===== src/rtl/bp_pkg.sv =====
// Shared constants for the branch predictor: 2-bit counter states and the
// values used on reset and on allocation.
package bp_pkg;

  localparam logic [1:0] SNT = 2'b00;
  localparam logic [1:0] WNT = 2'b01;
  localparam logic [1:0] WT  = 2'b10;
  localparam logic [1:0] ST  = 2'b11;

  localparam logic [1:0] CTR_ALLOC = WT;
  localparam logic [1:0] CTR_RESET = WNT;

endpackage


===== src/rtl/bp_sat_counter.sv =====
// Combinational next state of a 2-bit saturating taken/not-taken counter.
module bp_sat_counter
  import bp_pkg::*;
(
  input  logic [1:0] state,
  input  logic       taken,
  output logic [1:0] next_state
);

  always_comb begin
    next_state = state;
    if (taken) begin
      if (state != ST) next_state = state + 2'd1;
    end else begin
      if (state != SNT) next_state = state - 2'd1;
    end
  end

endmodule


===== src/rtl/branch_predictor.sv =====
// Direct-mapped branch target buffer with 2-bit counters, zero-cycle lookup
// from the registered table, single-cycle clear and saturating statistics.
module branch_predictor
  import bp_pkg::*;
#(
  parameter int PC_W    = 16,
  parameter int ENTRIES = 16,
  parameter int STAT_W  = 16
) (
  input  logic              clk,
  input  logic              rst,
  input  logic [PC_W-1:0]   lookup_pc,
  output logic              hit,
  output logic              predict_taken,
  output logic [PC_W-1:0]   predict_target,
  input  logic              update_valid,
  input  logic [PC_W-1:0]   update_pc,
  input  logic              update_taken,
  input  logic [PC_W-1:0]   update_target,
  input  logic              update_mispredict,
  input  logic              clear,
  output logic [STAT_W-1:0] branch_count,
  output logic [STAT_W-1:0] mispredict_count
);

  localparam int IDX_W = $clog2(ENTRIES);
  localparam int TAG_W = PC_W - IDX_W - 1;
  localparam logic [STAT_W-1:0] STAT_ONE = {{(STAT_W-1){1'b0}}, 1'b1};

  logic [IDX_W-1:0]  lk_idx, up_idx;
  logic [TAG_W-1:0]  lk_tag, up_tag;
  logic              lk_hit, up_hit;
  logic [1:0]        up_ctr_next;

  logic [ENTRIES-1:0] valid_q, valid_d;
  logic [TAG_W-1:0]   tag_q    [ENTRIES];
  logic [TAG_W-1:0]   tag_d    [ENTRIES];
  logic [PC_W-1:0]    target_q [ENTRIES];
  logic [PC_W-1:0]    target_d [ENTRIES];
  logic [1:0]         ctr_q    [ENTRIES];
  logic [1:0]         ctr_d    [ENTRIES];
  logic [STAT_W-1:0]  branch_q, branch_d;
  logic [STAT_W-1:0]  mispred_q, mispred_d;

  // Bit 0 of a PC carries no information with 2-byte aligned instructions.
  logic unused_pc_lsb;
  assign unused_pc_lsb = lookup_pc[0] ^ update_pc[0];

  assign lk_idx = lookup_pc[IDX_W:1];
  assign lk_tag = lookup_pc[PC_W-1:IDX_W+1];
  assign up_idx = update_pc[IDX_W:1];
  assign up_tag = update_pc[PC_W-1:IDX_W+1];

  // Lookup reads only registered state, so an update in the same cycle is not visible.
  assign lk_hit         = valid_q[lk_idx] && (tag_q[lk_idx] == lk_tag);
  assign hit            = lk_hit;
  assign predict_taken  = lk_hit & ctr_q[lk_idx][1];
  assign predict_target = lk_hit ? target_q[lk_idx] : '0;

  assign up_hit = valid_q[up_idx] && (tag_q[up_idx] == up_tag);

  bp_sat_counter u_sat_counter (
    .state      (ctr_q[up_idx]),
    .taken      (update_taken),
    .next_state (up_ctr_next)
  );

  // update_* is a valid-only interface: all update fields are sampled on the
  // rising edge where update_valid=1 and ignored otherwise; there is no backpressure.
  always_comb begin
    valid_d  = valid_q;
    tag_d    = tag_q;
    target_d = target_q;
    ctr_d    = ctr_q;
    if (clear) begin
      valid_d = '0;
    end else if (update_valid) begin
      if (up_hit) begin
        ctr_d[up_idx] = up_ctr_next;
        if (update_taken) target_d[up_idx] = update_target;
      end else if (update_taken) begin
        valid_d[up_idx]  = 1'b1;
        tag_d[up_idx]    = up_tag;
        target_d[up_idx] = update_target;
        ctr_d[up_idx]    = CTR_ALLOC;
      end
    end
  end

  // Statistics ignore clear and stick at all-ones.
  always_comb begin
    branch_d  = branch_q;
    mispred_d = mispred_q;
    if (update_valid) begin
      if (branch_q != '1) branch_d = branch_q + STAT_ONE;
      if (update_mispredict && (mispred_q != '1)) mispred_d = mispred_q + STAT_ONE;
    end
  end

  always_ff @(posedge clk or posedge rst) begin
    if (rst) begin
      valid_q   <= '0;
      branch_q  <= '0;
      mispred_q <= '0;
      for (int i = 0; i < ENTRIES; i++) begin
        tag_q[i]    <= '0;
        target_q[i] <= '0;
        ctr_q[i]    <= CTR_RESET;
      end
    end else begin
      valid_q   <= valid_d;
      tag_q     <= tag_d;
      target_q  <= target_d;
      ctr_q     <= ctr_d;
      branch_q  <= branch_d;
      mispred_q <= mispred_d;
    end
  end

  assign branch_count     = branch_q;
  assign mispredict_count = mispred_q;

endmodule


===== config.mk =====
export PLATFORM = sky130hd
export DESIGN_NAME = branch_predictor
export DESIGN_NICKNAME = d
export VERILOG_FILES = /design/src/rtl/bp_pkg.sv /design/src/rtl/bp_sat_counter.sv /design/src/rtl/branch_predictor.sv
export SDC_FILE = /design/constraint.sdc
export NUM_CORES = 1
export LEC_CHECK = 0
export ABC_AREA = 1
export CAP_MARGIN = 20
export CORE_UTILIZATION = 60
export DETAILED_ROUTE_END_ITERATION = 12
export PLACE_DENSITY = 0.79
export SLEW_MARGIN = 20
export SYNTH_ARGS = -nofsm -noshare
export SYNTH_HDL_FRONTEND = slang
export SYNTH_SLANG_ARGS = --single-unit

===== constraint.sdc =====
create_clock -name clk -period 19.57 [get_ports clk]
set_input_delay 1.957 -clock clk [delete_from_list [all_inputs] [get_ports clk]]
set_output_delay 1.957 -clock clk [all_outputs]
set_load 0.05 [all_outputs]

# == Yosys cells after proc, flatten, opt, wreduce, memory -nomap -nowiden ==
# Cells that the tools add are included.
# classes
addsub,4
n_lt_le_gt_ge,6
n_eq_ne,6
muxes,40
bitwise_logic,9
n_reduce_logical,15
# ops
op,count
$bwmux 256,1
$bwmux 176,1
$mux 16,8
$bmux 11 s4,2
$bmux 16 s4,1
$demux 16 s4,1
$mux 32,2
$mux 11,5
$demux 11 s4,1
$add 16x1->16 const B,2
$bwmux 32,1
$ne 16x16->1 const B,2
$or 16x16->16,2
$eq 11x11->1,2
$and 16x16->16,1
$bmux 2 s4,2
$mux 2,8
$not 16->16,1
$ge 5x5->1 const B,2
$lt 4x5->1 const B,2
$not 4->5,2
$reduce_and 3->1,3
$bmux 1 s4,2
$demux 2 s4,1
other kinds (13),25
# totals
regBits,512
inputBits,54
out_inout_bits,50
elab_cells,131

# == Longest topological paths before layout ==
# depth
word_depth,9
depth_mapped,21
depth_no_buf,18

# == Hierarchy ==
# Synthesis repeated with hierarchy kept, for this count alone.
# unflattened
hier_cells,3395
area_unflattened_um2,25858.6
# modules_own_cells
module,instances,cells_each,area_each_um2,seq_area_each_um2
branch_predictor,1,3389,25833.5,12832.3
bp_sat_counter,1,6,25.0,0.0

# == Worst setup path after synthesis ==
# Ideal clock, no wire load.
# synth_timing
path_type,input port to output port
startpoint,input lookup_pc[2]
endpoint,output predict_target[10]
arrival_time_ps,4333
required_ps,17613
slack_ps,13280
cell_stages,13
n_path_buf,3
path_cell_list,buf_2 inv_1 clkbuf_1 o21ai_0 o22ai_1 o21ai_0 o21ai_0 xnor2_1 nand2_1 nor3_1 nand3_1 buf_2 nor2_1
# synth_between
elab_chain_cells,7
# synth_rtl
item,line_no,text
"start, declared",branch_predictor.sv:12,"input logic [PC_W-1:0] lookup_pc,"
$not 4->5 (implied by the code),"branch_predictor.sv:55, branch_predictor.sv:58",
$bmux 11 s4,branch_predictor.sv:55,assign lk_hit = valid_q[lk_idx] && (tag_q[lk_idx] == lk_tag);
$mux 11 (implied by the code) (2 in a row),branch_predictor.sv:55,
$eq 11x11->1,branch_predictor.sv:55,
$logic_and 1x1->1,branch_predictor.sv:55,
$mux 16 *,branch_predictor.sv:58,assign predict_target = lk_hit ? target_q[lk_idx] : '0;
"end, declared",branch_predictor.sv:15,"output logic [PC_W-1:0] predict_target,"
# Mark *: on every way between the ends. The rest lies on a longest branch, timed or not. The select of a mux whose other input is x is not followed.

# == Worst setup path in the final report ==
# layout_timing
startpoint,input lookup_pc[1]
endpoint,output predict_target[6]
# Same word-level chain as after synthesis.

==> impl_results.md <==
- Die W: between 200 and 250 um
- Largest family of logic cells by synthesized area: simple AND/OR/NAND/NOR gates
- Synth top cells by count: 1261 x nand2_1, 555 x o21ai_0, 496 x dfrtp_1
- Post-CTS Setup Inserts: 0
- WL final: around 79000 um
- Simple-gate share of the synthesized area: 24.89%
- Min Tclk post-route: around 9400 ps
- Worst Tran Pin Value: ~1200 ps
- Largest net degree at the start of global routing: between 150 and 200
- Synth unique cells: between 40 and 50
- Synth area leaders: dfrtp_1 48%, nand2_1 18%, o21ai_0 11%, nor2_1 2.9%, nand3_1 2.5%
- Starting DRC count in detailed routing: 3213
- Final Slew Violations: 0
- Die H: 209.9 um
- DP HPWL: approximately 44000 um
- CTS Sinks: slightly above 500
- Yosys reg bits: 512
- Slew HR: around a fifth
- Worst setup path endpoint: predict_target[6]
- Synth top area share: between 40 and 50%
- Synth Area in Adders: 0.09647%
- Count leader, synth: nand2_1
- Reg2reg path depth: 15
- Cell accounting for the most synthesized area: dfrtp_1
- Worst EP required: between 15000 and 20000 ps
- Clock transition at the registers of the reported paths: about 60 ps
- Data arrival, critical path: roughly 7500 ps
- CP startpoint kind: primary input
- Switching Fraction: between 20% and 30%
- DRC Markers: 0
- Clock Path Buffers: 3
- Worst setup EP type: output port
- Final hold violations: 0
- Nets: between 3000 and 4000
- Initial antenna violation count: 2
- CP Class: in -> out
- Post-synthesis compound-gate area fraction: 18.05%
- Gate power share: 16.7%
- Num rows: 75
- CP Launch Point: lookup_pc[1]
- Via density: a little over 6
- Die ar.: around 44000 sq um
- Number of global-route vias before repair: around 23000
- Input/output buffers: approximately 100
- Ys Warns: 0
- Clk Latency, worst-skew pair: 640 ps
- Post-CTS Hold Buffers: 0
- Gpl congestion: slightly above 0.9
- RSZ-0062 raised after global routing: false
- Max VDD drop: 0.08435 mV
- DR pass1 iterations: 7
- Wire length per cell: 19.80 um
- Post_cts resized: 0
- HP Class: reg -> reg
- Max-cap viol count: 0
- Core area: between 40000 and 50000 sq um
- Internal: approximately 2.0 mW
- Setup TNS Final: 0 ps
- Fin Clk Skew: approximately 38 ps
- Antenna-violating nets left: 0
- Pleak: roughly 13 nW
- Post-synth EDFFs: 0
- Final setup vio count: 0
- Synthesized cell area: 25940 sq um
- Seq/Total Area, Yosys: between 40% and 50%
- Sw Pwr: 855.4 uW
- Post-Synthesis Cells: about 3400
- Clock Power Share: approximately two fifths
- First-pass GRT wire length: about 120000 um
- Synth Flop Type: dfrtp_1
- Worst reg2reg path startpoint: tag_q[99]
- Reg power frac: a little under half
- Total grt overflow: 0
- Period utilization: about 48%
- Clk root buf: clkbuf_16
- Post-Synth XOR/XNOR Area: around 1.1%
- Flop-to-flop setup slack: 16260 ps
- Via count: between 20000 and 25000
- Fraction of synthesized area in multiplexers: 0%
- CTS tree: yes
- Syn-to-layout area delta: 11.03%
- Reg2Reg Capture Point: tag_q[17]
- Layout cells sized above 1: under 10%
- Initial core utilization: about three fifths
- Hold WS: around 460 ps
- Mapped Nets: between 3000 and 4000
- Ant. Diodes: 0
- H-tree Lvls: 2
- Worst-path fanout max: around 100
- FFs w/ async S/R, synth: 100.0%
- Cell Pwr Density: 100.0 nW/um^2
- Fmax: about 110 MHz
- Num CTS Buffers: 54
- Syn_area_per_cell: 7.600 sq um
- Status: completed
- All-Layer GR Usage: 35.82%
- IO Count: around 100
[layer usage]
metal  global-route usage, %  share of wire, %  up-vias
li1                        -                 -    11080
met1                   47.71                38    11430
met2                   56.66                46     1482
met3                   5.985                11      296
met4                   18.70               4.9        4
met5                       0             0.029        -
[cells by family after synthesis]
| group | after synthesis |
|---|---|
| buf+inv | 394 |
| simple gates | 1627 |
| fa+ha+maj | 2 |
| xor+xnor | 32 |
| compound gates | 846 |
| flops | 512 |
[critical path, cell delays in order]
cell,delay (ps)
clkbuf_8,370
buf_4,910
buf_4,950
o21ai_0,160
o211ai_1,210
o21ai_0,110
o21ai_0,450
o21ai_0,240
nor2_1,160
nand3_2,500
nor2_1,360
clkdlybuf4s50_1,860
[power by group through the flow]
stage | Combinational (mW) | Clock [mW] | Sequential [mW]
6_report | 0.481 | 1.10 | 1.30
5_1_grt | 0.536 | 1.15 | 1.31
4_1_cts | 0.478 | 1.11 | 1.30
3_5_place_dp | 0.474 | 0 | 1.31
3_3_place_gp | 0.456 | 0 | 1.30
2_1_floorplan | 0.296 | 0 | 1.34
[how the worst min path moves through the flow]
stage	slack (ps)	end	cells past startpoint	startpoint
finish	460	ctr_q[0]	2	ctr_q[0]
global route	480	ctr_q[0]	2	ctr_q[0]
CTS	460	ctr_q[0]	2	ctr_q[0]
detailed placement	450	ctr_q[0]	2	ctr_q[0]
global placement	450	ctr_q[0]	2	ctr_q[0]
floorplan	440	ctr_q[19]	2	ctr_q[19]
[flip-flops by register name (all words and copies together) (netlist names)]
signal and cells:
tag_q 176, branch_count 16, mispredict_count 16, ctr_q 32, valid_q 16, target_q 256
[layout by cell type (no fill, tap or decap), drive strengths merged, types with 2 or more instances in the layout]
master / n
nor4: 2
buf: 41
clkbuf: 84
o221ai: 16
o32ai: 6
inv: 146
nand2: 1266
a21oi: 111
a32o: 9
o211ai: 48
dfrtp: 496
ha: 2
xnor2: 14
nor3: 9
nand3: 135
bufinv: 8
o31ai: 6
a22oi: 11
clkdlybuf4s50: 95
xor2: 18
dfstp: 16
clkinv: 9
o21ai: 588
a221oi: 32
nor2: 205
o22ai: 15
nand4: 7
a221o: 2
[through the flow]
step	power [mW]	instances	utilization (%)	worst slack (ps)	area, sq um
floorplan	1.640	3413	-	3340	25940
global placement	1.761	3880	63.48	10200	26870
detailed placement	1.786	3880	63.49	10080	26870
CTS	2.883	3980	68.01	10060	28780
global route	3.002	3980	68.05	9954	28800
finish	2.880	3980	68.05	10160	28800
[final cells by class]
class                   instances  area [sq um]
clock buffers                  83          1560
clock inverters                17         352.8
fillers                      3479         13520
inverters                     147         569.3
multi-input cells            2507         11480
flip-flops and latches        512         12830
well taps                     577         721.9
repair buffers                137          1287
(Power assumes the default switching activity.)
